$ cat config.mk
export PLATFORM = sky130hd
export DESIGN_NAME = arbiter_2ne1
export DESIGN_NICKNAME = d
export VERILOG_FILES = /design/src/rtl/arb_pkg.sv /design/src/rtl/mux2ne1_w.sv /design/src/rtl/arbiter_2ne1.sv
export SDC_FILE = /design/constraint.sdc
export NUM_CORES = 1
export LEC_CHECK = 0
export ABC_AREA = 1
export CORE_MARGIN = 5
export CORE_UTILIZATION = 39
export CTS_CLUSTER_SIZE = 12
export DETAILED_ROUTE_END_ITERATION = 7
export GPL_TIMING_DRIVEN = 0
export PLACE_DENSITY_LB_ADDON = 0.25
export SLEW_MARGIN = 10
export SYNTH_ARGS = -nofsm -noshare
export SYNTH_HDL_FRONTEND = slang
export SYNTH_SLANG_ARGS = --single-unit
$ cat constraint.sdc
create_clock -name clk -period 1.4 [get_ports clk]
set_clock_uncertainty 0.15 [all_clocks]
set_input_delay 0.21 -clock clk [delete_from_list [all_inputs] [get_ports clk]]
set_output_delay 0.21 -clock clk [all_outputs]
set_load 0.01 [all_outputs]
$ cat src/rtl/arb_pkg.sv
// Shared state encodings, default widths and the round-robin pick used by arbiter_2ne1.
package arb_pkg;

   localparam int DEF_WIDTH = 8;
   localparam int DEF_CNT_W = 8;

   typedef enum logic [1:0] {
      IDLE   = 2'd0,
      SERVE0 = 2'd1,
      SERVE1 = 2'd2
   } arb_state_t;

   // On contention the requester that was not served most recently wins.
   function automatic arb_state_t arbitrate(input logic r0, input logic r1, input logic last);
      arb_state_t pick;
      pick = IDLE;
      if (r0 && r1)
         pick = last ? SERVE0 : SERVE1;
      else if (r0)
         pick = SERVE0;
      else if (r1)
         pick = SERVE1;
      return pick;
   endfunction

endpackage

$ cat src/rtl/mux2ne1_w.sv
// WIDTH-wide 2-to-1 multiplexer; sel=0 passes d0, sel=1 passes d1.
module mux2ne1_w #(
   parameter int WIDTH = 8
) (
   input  logic             sel,
   input  logic [WIDTH-1:0] d0,
   input  logic [WIDTH-1:0] d1,
   output logic [WIDTH-1:0] y
);

   assign y = sel ? d1 : d0;

endmodule

$ cat src/rtl/arbiter_2ne1.sv
// Two-requester round-robin arbiter with registered grants and a transfer counter.
// Optional macro ARB_LOCK_EN adds lock0/lock1 to keep a grant across transfers.
module arbiter_2ne1
   import arb_pkg::*;
#(
   parameter int WIDTH = DEF_WIDTH,
   parameter int CNT_W = DEF_CNT_W
) (
   input  logic             clk,
   input  logic             rst_n,
   input  logic             req0,
   input  logic             req1,
   input  logic [WIDTH-1:0] data0,
   input  logic [WIDTH-1:0] data1,
`ifdef ARB_LOCK_EN
   input  logic             lock0,
   input  logic             lock1,
`endif
   input  logic             out_ready,
   output logic             out_valid,
   output logic [WIDTH-1:0] out_data,
   output logic             sel,
   output logic             gnt0,
   output logic             gnt1,
   output logic [CNT_W-1:0] xfer_cnt
);

   arb_state_t state;
   arb_state_t next_state;
   logic       last_served;
   logic       xfer;
   logic       lock_hold;

   assign xfer = out_valid & out_ready;

`ifdef ARB_LOCK_EN
   assign lock_hold = ((state == SERVE0) & lock0 & req0) | ((state == SERVE1) & lock1 & req1);
`else
   assign lock_hold = 1'b0;
`endif

   // After a transfer the just-served requester counts as last_served for the re-pick.
   always_comb begin
      next_state = state;
      unique case (state)
         IDLE:
            next_state = arbitrate(req0, req1, last_served);
         SERVE0: begin
            if (xfer)
               next_state = lock_hold ? SERVE0 : arbitrate(req0, req1, 1'b0);
            else if (!req0)
               next_state = arbitrate(req0, req1, last_served);
         end
         SERVE1: begin
            if (xfer)
               next_state = lock_hold ? SERVE1 : arbitrate(req0, req1, 1'b1);
            else if (!req1)
               next_state = arbitrate(req0, req1, last_served);
         end
         default:
            next_state = IDLE;
      endcase
   end

   // Grant outputs are registered from the next state so they line up with the FSM.
   always_ff @(posedge clk or negedge rst_n) begin
      if (!rst_n) begin
         state       <= IDLE;
         last_served <= 1'b1;
         xfer_cnt    <= '0;
         out_valid   <= 1'b0;
         gnt0        <= 1'b0;
         gnt1        <= 1'b0;
         sel         <= 1'b0;
      end else begin
         state     <= next_state;
         out_valid <= (next_state != IDLE);
         gnt0      <= (next_state == SERVE0);
         gnt1      <= (next_state == SERVE1);
         sel       <= (next_state == SERVE1);
         if (xfer) begin
            last_served <= (state == SERVE1);
            xfer_cnt    <= xfer_cnt + CNT_W'(1);
         end
      end
   end

   mux2ne1_w #(.WIDTH(WIDTH)) u_mux (
      .sel (sel),
      .d0  (data0),
      .d1  (data1),
      .y   (out_data)
   );

endmodule

Word-level counts from Yosys, hierarchy flattened. Cells that the tools add are included.

$add $sub $neg: 1. Equal/unequal tests: 4. Mux-type cells: 15. Bitwise logic cells: 1. Reductions and logical operators: 3.

Operators with widths (count): $mux 2 (12); $add 8x1->8 const B (1); $mux 8 (1); $pmux 2 s3 (1); $eq 2x1->1 const B (2); $eq 2x2->1 const B (2); $logic_not 2->1 (1); $reduce_bool 2->1 (1); $and 1x1->1 (1); $logic_and 1x1->1 (1); $mux 1 (1).

Register bits after elaboration: 14. Bits of input ports: 21. Output and inout port bits: 20. Word-level logic and storage cells: 30.

Depth between registers and ports, before layout.
Word-level depth: 6. Depth in mapped cells: 7. Mapped depth without buffers: 7.

By module. From an unflattened synthesis, not the netlist that was laid out.

Cell total of the unflattened synthesis: 114. Area total of the unflattened synthesis: 834.6 sq um.

By module, submodules not included: arbiter_2ne1 (times used 1, cells an instance 88, area each 729.4 sq um, sequential area each 351.6 sq um); mux2ne1_w (times used 1, cells an instance 26, area each 105.1 sq um, sequential area each 0.0 sq um).

Worst setup path before layout. Ideal clock, no wire load.

Path kind: reg-to-output. From: register gnt1 (netlist name). To: output out_data[0]. Arrival: 958 ps. Data required time: 1040 ps. Slack: 82 ps. Cell stages (with the launch flop): 3. Buffers on the path: 1. Cell sequence: dfrtp_1 buf_2 mux2_2.

RTL lines: end, declared (RTL line arbiter_2ne1.sv:21) `output logic [WIDTH-1:0] out_data,`.

==> key figures <==
Place
  – Final GP Congestion: 0.714
  – Port buffer count: 40
  – Hpwl dp: 1800 um
  – Post-Place Cells: 164

Yosys
  – Yosys reg bits: 14
  – Post-synth top area cell: dfrtp_1
  – Register area share after synthesis: 42.6%
  – Yosys warning total: 0
  – Net Count, Synth: 119
  – Number of library cell types mapped by synthesis: 20
  – Syn Inst Count: 97
  – Avg Inst Size Synth: 8.50 sq um
  – Largest cells by area after synthesis: dfrtp_1, nand2_1, mux2_2
  – Post-Syn Area: 825 sq um
  – Post-synth top area share: 39.5%

Timing
  – RSZ-0062 raised after global routing: true
  – # setup viols final: 8
  – Crit share post-route: 116%
  – Final-report hold violation count: 0
  – Hold slack: 0.161 ns
  – Max Slew Vio Count: 0
  – Min cycle time layout: 1.62 ns
  – Fmax: 616 MHz
  – PnR worst setup slack: -0.224 ns
  – Tightest Pin Transition: 0.621 ns
  – Slew headroom: 58.4%

Floorplan
  – Io pins: 41
  – Die Ht: 56.0 um
  – Core Region: 1980 sq um
  – Starting density of the core: 41.6%
  – Die ar.: 3130 sq um
  – Die Wd: 56.0 um
  – Num rows: 16

Flow run
  – Max_cap viols: 0

Power and ir drop
  – Lkg Pwr: 0.712 nW
  – Max VDD drop: 0.00101 V
  – PD cells: 1800 nW/um^2

Detailed routing
  – Via count: 801
  – Residual DRC: 0
  – TritonRoute pass-1 iters: 4
  – Detail Route Antenna Nets: 0
  – Wirelength, routed: 2360 um
  – Vias per cell: 4.68
  – WL/cell: 13.8 um
  – Iter 0 DRT Violations: 11

Layout
  – Count of non-filler cells in the finished layout: 171
  – Layout cells sized above 1: 24.3%
  – Area grow syn2layout: 63.9%
  – FILL cells: 163
  – Diode count: 0
  – # nets final: 167

CTS
  – # hold bufs at CTS: 0
  – CTS Sinks: 14
  – CTS tree: yes
  – H-tree depth: 1
  – Worst-path clk slew: 0.09 ns
  – Worst skew pair latency: 0.28 ns
  – Num CTS Buffers: 3
  – Longest Clk Path Bufs: 2
  – CTS root buf: clkbuf_4

Critical path
  – CP top delay family: flip-flops
  – Arr. time, crit path: 1.26 ns
  – Buf/Inv on CP: 2
  – Worst setup EP type: output port
  – Critical path class: reg2out
  – Critical path data required time: 1.04 ns
  – Startpoint type of the worst setup path: flip-flop
  – Most frequent CP cell: buf_6
  – Crit path max fanout: 8
  – Sequence of cells on the critical path: buf_6, mux2_4, buf_6
  – CP max stage delay: 0.39 ns
  – Slowest cell on crit path: dfrtp_1

Global routing
  – First-pass GRT wire length: 3900 um
  – Vias in the first global route: 794
  – Initial antenna violation count: 0
  – Largest net degree at the start of global routing: 15
  – GRT overflow: 0
  – GRT Overall Usage: 15.9%

Run status
  – Failing checks: negative setup slack
  – Outcome: finished with violations

Min path
  – Worst Hold Class: in2async
flip-flops by register name, indices dropped and copies added (netlist names):
name and cells:
gnt0 1, gnt1 1, last_served 1, out_valid 1, state 2, xfer_cnt 8
cell families (layout without fill, tap and decap cells):
logic type	count (synthesis)	count (layout)	synth area share, %
muxes	8	8	10.9
buffers and inverters	16	63	8.19
adders and majority gates	1	1	1.52
DFF	14	14	42.6
and+or+nand+nor	51	51	30.3
AOI/OAI and AO/OA	3	3	2.12
xor gates and xnor gates	4	4	4.25
Yosys cell counts (all sizes together):
cell type   n
a21boi      1
ha          1
dfrtp      13
dfstp       1
nand2      33
nor2        7
mux2        8
nand3b      2
inv        14
xor2        4
buf         2
nand4       1
o21ai       2
nor3        1
nand3       7
layout make-up:
class / count / area (sq um) / area share (%)
Inverter: 14 / 55.1 / 4.07
Sequential cell: 14 / 352 / 26.0
Tap cell: 27 / 33.8 / 2.50
Clock buffer: 4 / 36.3 / 2.69
Timing Repair Buffer: 43 / 420 / 31.1
Buffer: 2 / 18.8 / 1.39
Multi-Input combinational cell: 67 / 435 / 32.2
worst reg2reg max path, cell delays in order, from the launching register on:
cell and delay (ns):
dfrtp_1 0.41, ha_1 0.26, nand3_1 0.11, xor2_1 0.15, nand2_1 0.05, o21ai_0 0.07
path summary, 6_finish.rpt:
path                             startpoint           to  slack, ns  cells after the start
worst max register to register  xfer_cnt[1]  xfer_cnt[4]       0.09                      5
worst max-delay path                   gnt1  out_data[1]      -0.22                      3
min in group clk                last_served  last_served       0.37                      2
worst min-delay path                  rst_n  xfer_cnt[6]       0.16                      1
max in group asynchronous             rst_n    out_valid       0.54                      1
worst min register to register  last_served  last_served       0.37                      2
power by group:
part           switching [W]  total (W)  internal, W
combinational       0.000687    0.00142     0.000733
clock               0.000133   0.000292     0.000158
sequential          0.000140   0.000723     0.000583
metrics by stage:
step / TNS, ns / instance area [sq um] / worst slack, ns / utilization, % / power (W)
global route: -2.14 / 1350 / -0.268 / 68.2 / 0.00262
CTS: -1.74 / 1350 / -0.226 / 68.2 / 0.00245
finish: -1.71 / 1350 / -0.224 / 68.2 / 0.00243
floorplan: 0 / 825 / 0.0822 / - / 0.00144
global placement: -3.44 / 1260 / -0.349 / 63.5 / 0.00201
detailed placement: -3.76 / 1260 / -0.368 / 63.5 / 0.00206
cells in the final DEF (no fill, tap or decap), types with 2 or more instances in the layout:
master / Yosys / routed
nand3b_1: 2 / 2
nand2_1: 31 / 31
clkbuf_4: 0 / 3
dfrtp_1: 13 / 13
inv_1: 13 / 13
clkdlybuf4s50_1: 0 / 20
buf_6: 0 / 10
mux2_4: 0 / 8
o21ai_0: 2 / 2
clkdlybuf4s15_1: 0 / 3
nor2_1: 4 / 4
nand2_4: 2 / 2
buf_4: 1 / 4
xor2_1: 4 / 4
nand3_1: 7 / 7
dlygate4sd2_1: 0 / 7
nor2_2: 2 / 2
metal layers:
metal / global-route usage [%] / vias to the layer above / part of all wire, %
met1: 16.7 / 377 / 41
li1: - / 399 / -
met3: 4.87 / 4 / 4.9
met4: 5.08 / 0 / 1.3
met5: 0 / - / 0
met2: 29.7 / 21 / 53
repair_timing:
action / in CTS / in global routing
setup buffers: 3 / 0
endpoints found under the setup margin: 20 / 13
pin swaps: 0 / 0
gates resized for setup: 68 / 4
Power figures use the tool's default switching activity.
